==> config.mk <==
export PLATFORM = sky130hd
export DESIGN_NAME = arith_rr_sched
export DESIGN_NICKNAME = d
export VERILOG_FILES = /design/src/rtl/arith_rr_sched.sv
export SDC_FILE = /design/constraint.sdc
export NUM_CORES = 1
export LEC_CHECK = 0
export CAP_MARGIN = 15
export CELL_PAD_IN_SITES_DETAIL_PLACEMENT = 1
export CELL_PAD_IN_SITES_GLOBAL_PLACEMENT = 2
export CORE_AREA = 2 2 170 172
export CTS_BUF_LIST = sky130_fd_sc_hd__clkbuf_8
export DETAILED_ROUTE_END_ITERATION = 8
export DIE_AREA = 0 0 172 174
export PLACE_DENSITY = 0.81
export SLEW_MARGIN = 25
export SYNTH_ARGS = -nofsm -noshare
export SYNTH_HDL_FRONTEND = slang
export SYNTH_SLANG_ARGS = --single-unit
==> constraint.sdc <==
create_clock -name clk -period 2 [get_ports clk]
set_clock_uncertainty 0.15 [all_clocks]
set_input_delay 0.4 -clock clk [delete_from_list [all_inputs] [get_ports clk]]
set_output_delay 0.4 -clock clk [all_outputs]
set_load 0.03 [all_outputs]
==> src/rtl/arith_rr_sched.sv <==
// Round-robin scheduler sharing one registered add/multiply datapath between two requesters.
// Issues operands combinationally, delays the op select, and routes results back by in-flight tag.
module arith_rr_sched #(
    parameter int LAT     = 2,
    parameter int SEL_DLY = 1,
    parameter int CNT_W   = 16
) (
    input  logic             clk,
    input  logic             RST,
    input  logic             hold,
    input  logic             req0_valid,
    output logic             req0_ready,
    input  logic             req0_op,
    input  logic [31:0]      req0_a,
    input  logic [31:0]      req0_b,
    input  logic             req1_valid,
    output logic             req1_ready,
    input  logic             req1_op,
    input  logic [31:0]      req1_a,
    input  logic [31:0]      req1_b,
    output logic [31:0]      dp_a,
    output logic [31:0]      dp_b,
    output logic             dp_sel,
    input  logic [39:0]      dp_result,
    output logic             rsp0_valid,
    output logic [39:0]      rsp0_data,
    output logic             rsp1_valid,
    output logic [39:0]      rsp1_data,
    output logic [CNT_W-1:0] gnt_cnt0,
    output logic [CNT_W-1:0] gnt_cnt1,
    output logic             idle
);

    // last_gnt = id of the most recently granted requester; 1 after reset so req0 wins the first tie
    logic               last_gnt;
    logic               gnt0, gnt1, issue, win_id, win_op;
    logic [LAT-1:0]     tag_v;
    logic [LAT-1:0]     tag_id;
    logic [SEL_DLY-1:0] sel_pipe;

    always_comb begin
        gnt0 = 1'b0;
        gnt1 = 1'b0;
        if (!RST && !hold) begin
            if (req0_valid && req1_valid) begin
                gnt0 = last_gnt;
                gnt1 = ~last_gnt;
            end else begin
                gnt0 = req0_valid;
                gnt1 = req1_valid;
            end
        end
    end

    assign issue      = gnt0 | gnt1;
    assign win_id     = gnt1;
    assign win_op     = gnt1 ? req1_op : req0_op;
    assign req0_ready = gnt0;
    assign req1_ready = gnt1;

    always_comb begin
        dp_a = '0;
        dp_b = '0;
        if (gnt0) begin
            dp_a = req0_a;
            dp_b = req0_b;
        end else if (gnt1) begin
            dp_a = req1_a;
            dp_b = req1_b;
        end
    end

    always_ff @(posedge clk) begin
        if (RST) begin
            last_gnt <= 1'b1;
        end else if (issue) begin
            last_gnt <= win_id;
        end
    end

    // Tag pipeline mirrors the datapath latency; the last stage names the result's owner
    always_ff @(posedge clk) begin
        if (RST) begin
            tag_v  <= '0;
            tag_id <= '0;
        end else begin
            tag_v[0]  <= issue;
            tag_id[0] <= issue ? win_id : 1'b0;
            for (int i = 1; i < LAT; i++) begin
                tag_v[i]  <= tag_v[i-1];
                tag_id[i] <= tag_id[i-1];
            end
        end
    end

    // First stage holds between issues so dp_sel keeps its last value once it drains through
    always_ff @(posedge clk) begin
        if (RST) begin
            sel_pipe <= '0;
        end else begin
            sel_pipe[0] <= issue ? win_op : sel_pipe[0];
            for (int i = 1; i < SEL_DLY; i++) begin
                sel_pipe[i] <= sel_pipe[i-1];
            end
        end
    end

    assign dp_sel = sel_pipe[SEL_DLY-1];

    always_ff @(posedge clk) begin
        if (RST) begin
            gnt_cnt0 <= '0;
            gnt_cnt1 <= '0;
        end else begin
            if (gnt0 && (gnt_cnt0 != '1)) gnt_cnt0 <= gnt_cnt0 + CNT_W'(1);
            if (gnt1 && (gnt_cnt1 != '1)) gnt_cnt1 <= gnt_cnt1 + CNT_W'(1);
        end
    end

    assign rsp0_valid = tag_v[LAT-1] & ~tag_id[LAT-1];
    assign rsp1_valid = tag_v[LAT-1] &  tag_id[LAT-1];
    assign rsp0_data  = rsp0_valid ? dp_result : '0;
    assign rsp1_data  = rsp1_valid ? dp_result : '0;
    assign idle       = ~|tag_v;

endmodule

==> flow_metrics.py <==
metrics = {
    "sta": {
        "layout_setup_ws_ns": -0.3459,
        "fin_crit_ns": 2.346,
        "final-setup-viol-count": 66,
        "timing.slew.headroom_pct": 68.40,
        "drv_slew": 0,
        "period_share_pct": 117.3,
        "rsz_0062_raised_after_global_routing": "true",
        "setup-tns-final_ns": -19.26,
        "timing_hold_violations_final": 0,
        "tightest_slew_ns": 0.4703,
        "clock.fmax_mhz": 426.3,
    },
    "worst_setup_path": {
        "cp-end-kind": "output port",
        "crit_arrival_ns": 1.80,
        "path_max_fanout": 6,
        "required_ns": 1.45,
        "path_cells": "a211oi_4, buf_4, nand2_4, inv_8, buf_8, buf_12, buf_16, a22o_1, buf_6",
        "critical-path-top-delay-family": "buffers and inverters",
        "crit_path_max_incr_delay_ns": 0.36,
        "crit_path_start_kind": "flop",
        "criticalPathCategory": "reg2out",
        "critical_path_buf_inv_count": 6,
        "crit_slowest_cell": "sky130_fd_sc_hd__dfxtp_4",
    },
    "synthesis": {
        "synth-seq-area-share_pct": 24.85,
        "post_synth_main_area_contributors": "sky130_fd_sc_hd__dfxtp_1 (25%), sky130_fd_sc_hd__a22o_1 (18%), sky130_fd_sc_hd__and3_1 (9.4%)",
        "syn_nets": 562,
        "synth.top_cells.by_count": "sky130_fd_sc_hd__a22o_1 (64), sky130_fd_sc_hd__and3_1 (46), sky130_fd_sc_hd__and2_1 (43)",
        "post_synthesis_cell_area_um2": 3062,
        "postSynth.topFlopCell": "sky130_fd_sc_hd__dfxtp_1",
        "postSynthCellCount": 385,
        "synth.lib_cells_used.distinct": 42,
        "ys_warns": 0,
        "ys_ff_latch": 38,
        "yosysTopAreaCell": "sky130_fd_sc_hd__dfxtp_1",
        "synth_largest_type_area_fraction_pct": 24.85,
        "postSynthAreaPerCell_um2": 7.952,
        "yosysMostFrequentCell": "sky130_fd_sc_hd__a22o_1",
        "synth_async_sr_flop_share_pct": 0,
        "synth_enable_flop_cells": 0,
    },
    "drt": {
        "routedWlPerCell_um": 20.47,
        "first_pass_iters": 4,
        "avgViaCountPerCell": 4.153,
        "routed_wirelength_um": 24450,
        "remaining_drc_errors": 0,
        "drt_first_iter_violations": 93,
        "routed-via-count": 4959,
        "postRouteAntennaNets": 0,
    },
    "place": {
        "gpl.final_weighted_congestion": 0.7440,
        "port_buffers": 356,
        "place_inst": 1141,
        "placed_cell_area_um2": 7341,
        "place_hpwl_um": 18780,
    },
    "global_routing": {
        "grt_pass1_wl_um": 33430,
        "grt_residual_overflow": 0,
        "grt_util_all_layers_pct": 15.03,
        "first_global_vias": 5245,
        "antenna_found_initial": 4,
        "pin_count_of_the_biggest_net_entering_global_routing": 42,
    },
    "floorplanning": {
        "die_area_um2": 29930,
        "initial_utilization_pct": 10.84,
        "core_um2": 28240,
        "ios": 357,
        "dieWidth_um": 172,
        "die_height_um": 174,
        "core.rowCount": 62,
    },
    "min_path": {
        "hold_path.class": "reg2reg",
    },
    "final_layout": {
        "layout-drive-gt1-share_pct": 42.50,
        "postLayoutCellArea_um2": 8876,
        "fillerInstances": 3222,
        "area.growth.synth_to_final_pct": 189.9,
        "fin_cells": 1194,
        "fin_nets": 983,
    },
    "power": {
        "vdd_ir_drop_max_v": 0.0002233,
        "leakage_nw": 4.182,
        "power_per_cell_area_nw_per_um2": 287.8,
    },
    "clock_tree": {
        "tritoncts_sink_count": 38,
        "clock_network_latency_to_the_later_pin_of_the_worst_skew_pair_ns": 0.29,
        "clock-root-buffer": "sky130_fd_sc_hd__clkbuf_8",
        "tritoncts_clock_tree": "built",
        "cts_htree_levels": 2,
        "cts_inserted_buffers": 5,
        "ctsHoldBuffers": 0,
        "clock_tree.buffer_depth": 2,
        "path_clk_slew_ns": 0.08,
    },
    "outcome": {
        "violations": "setup timing",
        "outcome": "complete, but fails checks",
    },
    "run": {
        "max_cap_viol_count": 0,
    },
}
## final cells by class
cell class | count | area [µm²] | area share [%]
well taps | 384 | 480.5 | 5.413
diodes | 3 | 7.507 | 0.08458
inverters | 10 | 52.55 | 0.5920
clock buffers | 6 | 82.58 | 0.9304
multi-input cells | 301 | 2694 | 30.35
clock inverters | 2 | 8.758 | 0.09867
flip-flops and latches | 38 | 770.7 | 8.683
repair buffers | 450 | 4780 | 53.85
## cells in the final DEF, fill, tap and decap left out, drive strengths merged, types with 2 or more instances in the layout
| cell type | Yosys | final |
|---|---|---|
| nand2b | 2 | 2 |
| diode | 0 | 3 |
| and3 | 46 | 46 |
| or4 | 9 | 9 |
| nor3 | 3 | 3 |
| inv | 9 | 11 |
| nand4 | 11 | 11 |
| and2 | 43 | 43 |
| buf | 12 | 240 |
| o21ai | 7 | 7 |
| ha | 2 | 2 |
| a31oi | 3 | 3 |
| nor4 | 4 | 4 |
| nor2b | 5 | 5 |
| dlymetal6s2s | 0 | 14 |
| o31ai | 11 | 11 |
| mux2 | 2 | 2 |
| clkdlybuf4s50 | 0 | 180 |
| nor2 | 8 | 8 |
| o311ai | 8 | 8 |
| a21oi | 17 | 17 |
| dlygate4sd2 | 0 | 9 |
| or2 | 2 | 2 |
| nand2 | 10 | 10 |
| a22o | 64 | 64 |
| and4 | 6 | 6 |
| or3 | 7 | 7 |
| clkbuf | 24 | 12 |
| nand3 | 13 | 13 |
| a211oi | 4 | 4 |
| o41ai | 7 | 7 |
| dfxtp | 38 | 38 |
## report_power, final
part | total, mW | switching (mW) | internal [mW] | leakage (nW)
clock | 0.570 | 0.296 | 0.274 | 0.0524
sequential | 0.772 | 0.00761 | 0.764 | 0.309
combinational | 1.21 | 0.513 | 0.700 | 3.82
total | 2.55 | 0.817 | 1.74 | 4.18
## layer usage
metal	track usage (%)	part of all wire (%)	vias up
li1	-	-	2346
met1	15.39	35	2338
met2	30.17	55	265
met3	4.030	9.1	8
met4	2.521	0.50	2
met5	0	0.074	-
## stage by stage
step / total power, mW / utilization, % / hold slack, ns / setup WS (ns)
floorplan: 1.131 / - / 0.2638 / -0.01719
global placement: 1.775 / 26.00 / 0.2840 / -0.6083
detailed placement: 1.773 / 26.00 / 0.2747 / -0.6119
CTS: 2.518 / 29.75 / 0.2933 / -0.3333
global route: 2.671 / 31.42 / 0.3013 / -0.4343
finish: 2.555 / 31.43 / 0.2868 / -0.3459
## path summary, 6_finish.rpt
path | to | cells after the start | slack, ns | start
setup / recovery | dp_b[31] | 9 | -0.35 | last_gnt$_SDFFE_PP1P_
hold / removal | tag_id[1]$_SDFF_PP0_ | 1 | 0.29 | tag_id[0]$_SDFF_PP0_
setup reg to reg | gnt_cnt1[11]$_SDFFE_PP0P_ | 9 | 0.07 | last_gnt$_SDFFE_PP1P_
hold reg to reg | tag_id[1]$_SDFF_PP0_ | 1 | 0.29 | tag_id[0]$_SDFF_PP0_
## flip-flops by register name, summed over array words and instances (netlist names)
signal	count
gnt_cnt1	16
dp_sel	1
tag_id	2
tag_v	2
gnt_cnt0	16
last_gnt	1
## cell families (layout without fill, tap and decap cells)
group	Yosys count	after routing	share of synthesized area, %
AOI/OAI and AO/OA	124	124	31.84
adders and majority gates	2	2	0.8172
and+or+nand+nor	172	172	34.90
other	0	3	0
DFF	38	38	24.85
muxes	3	3	1.062
buffers and inverters	46	468	6.539
## repair_timing
item                       CTS  global route
gates resized for setup    162            64
gates cloned                 8             6
setup endpoints to repair   97            98
setup buffers               33            10
hold endpoints to repair     0             0
pin swaps                   44            16
Note: power is estimated with default switching activity, not from simulation.
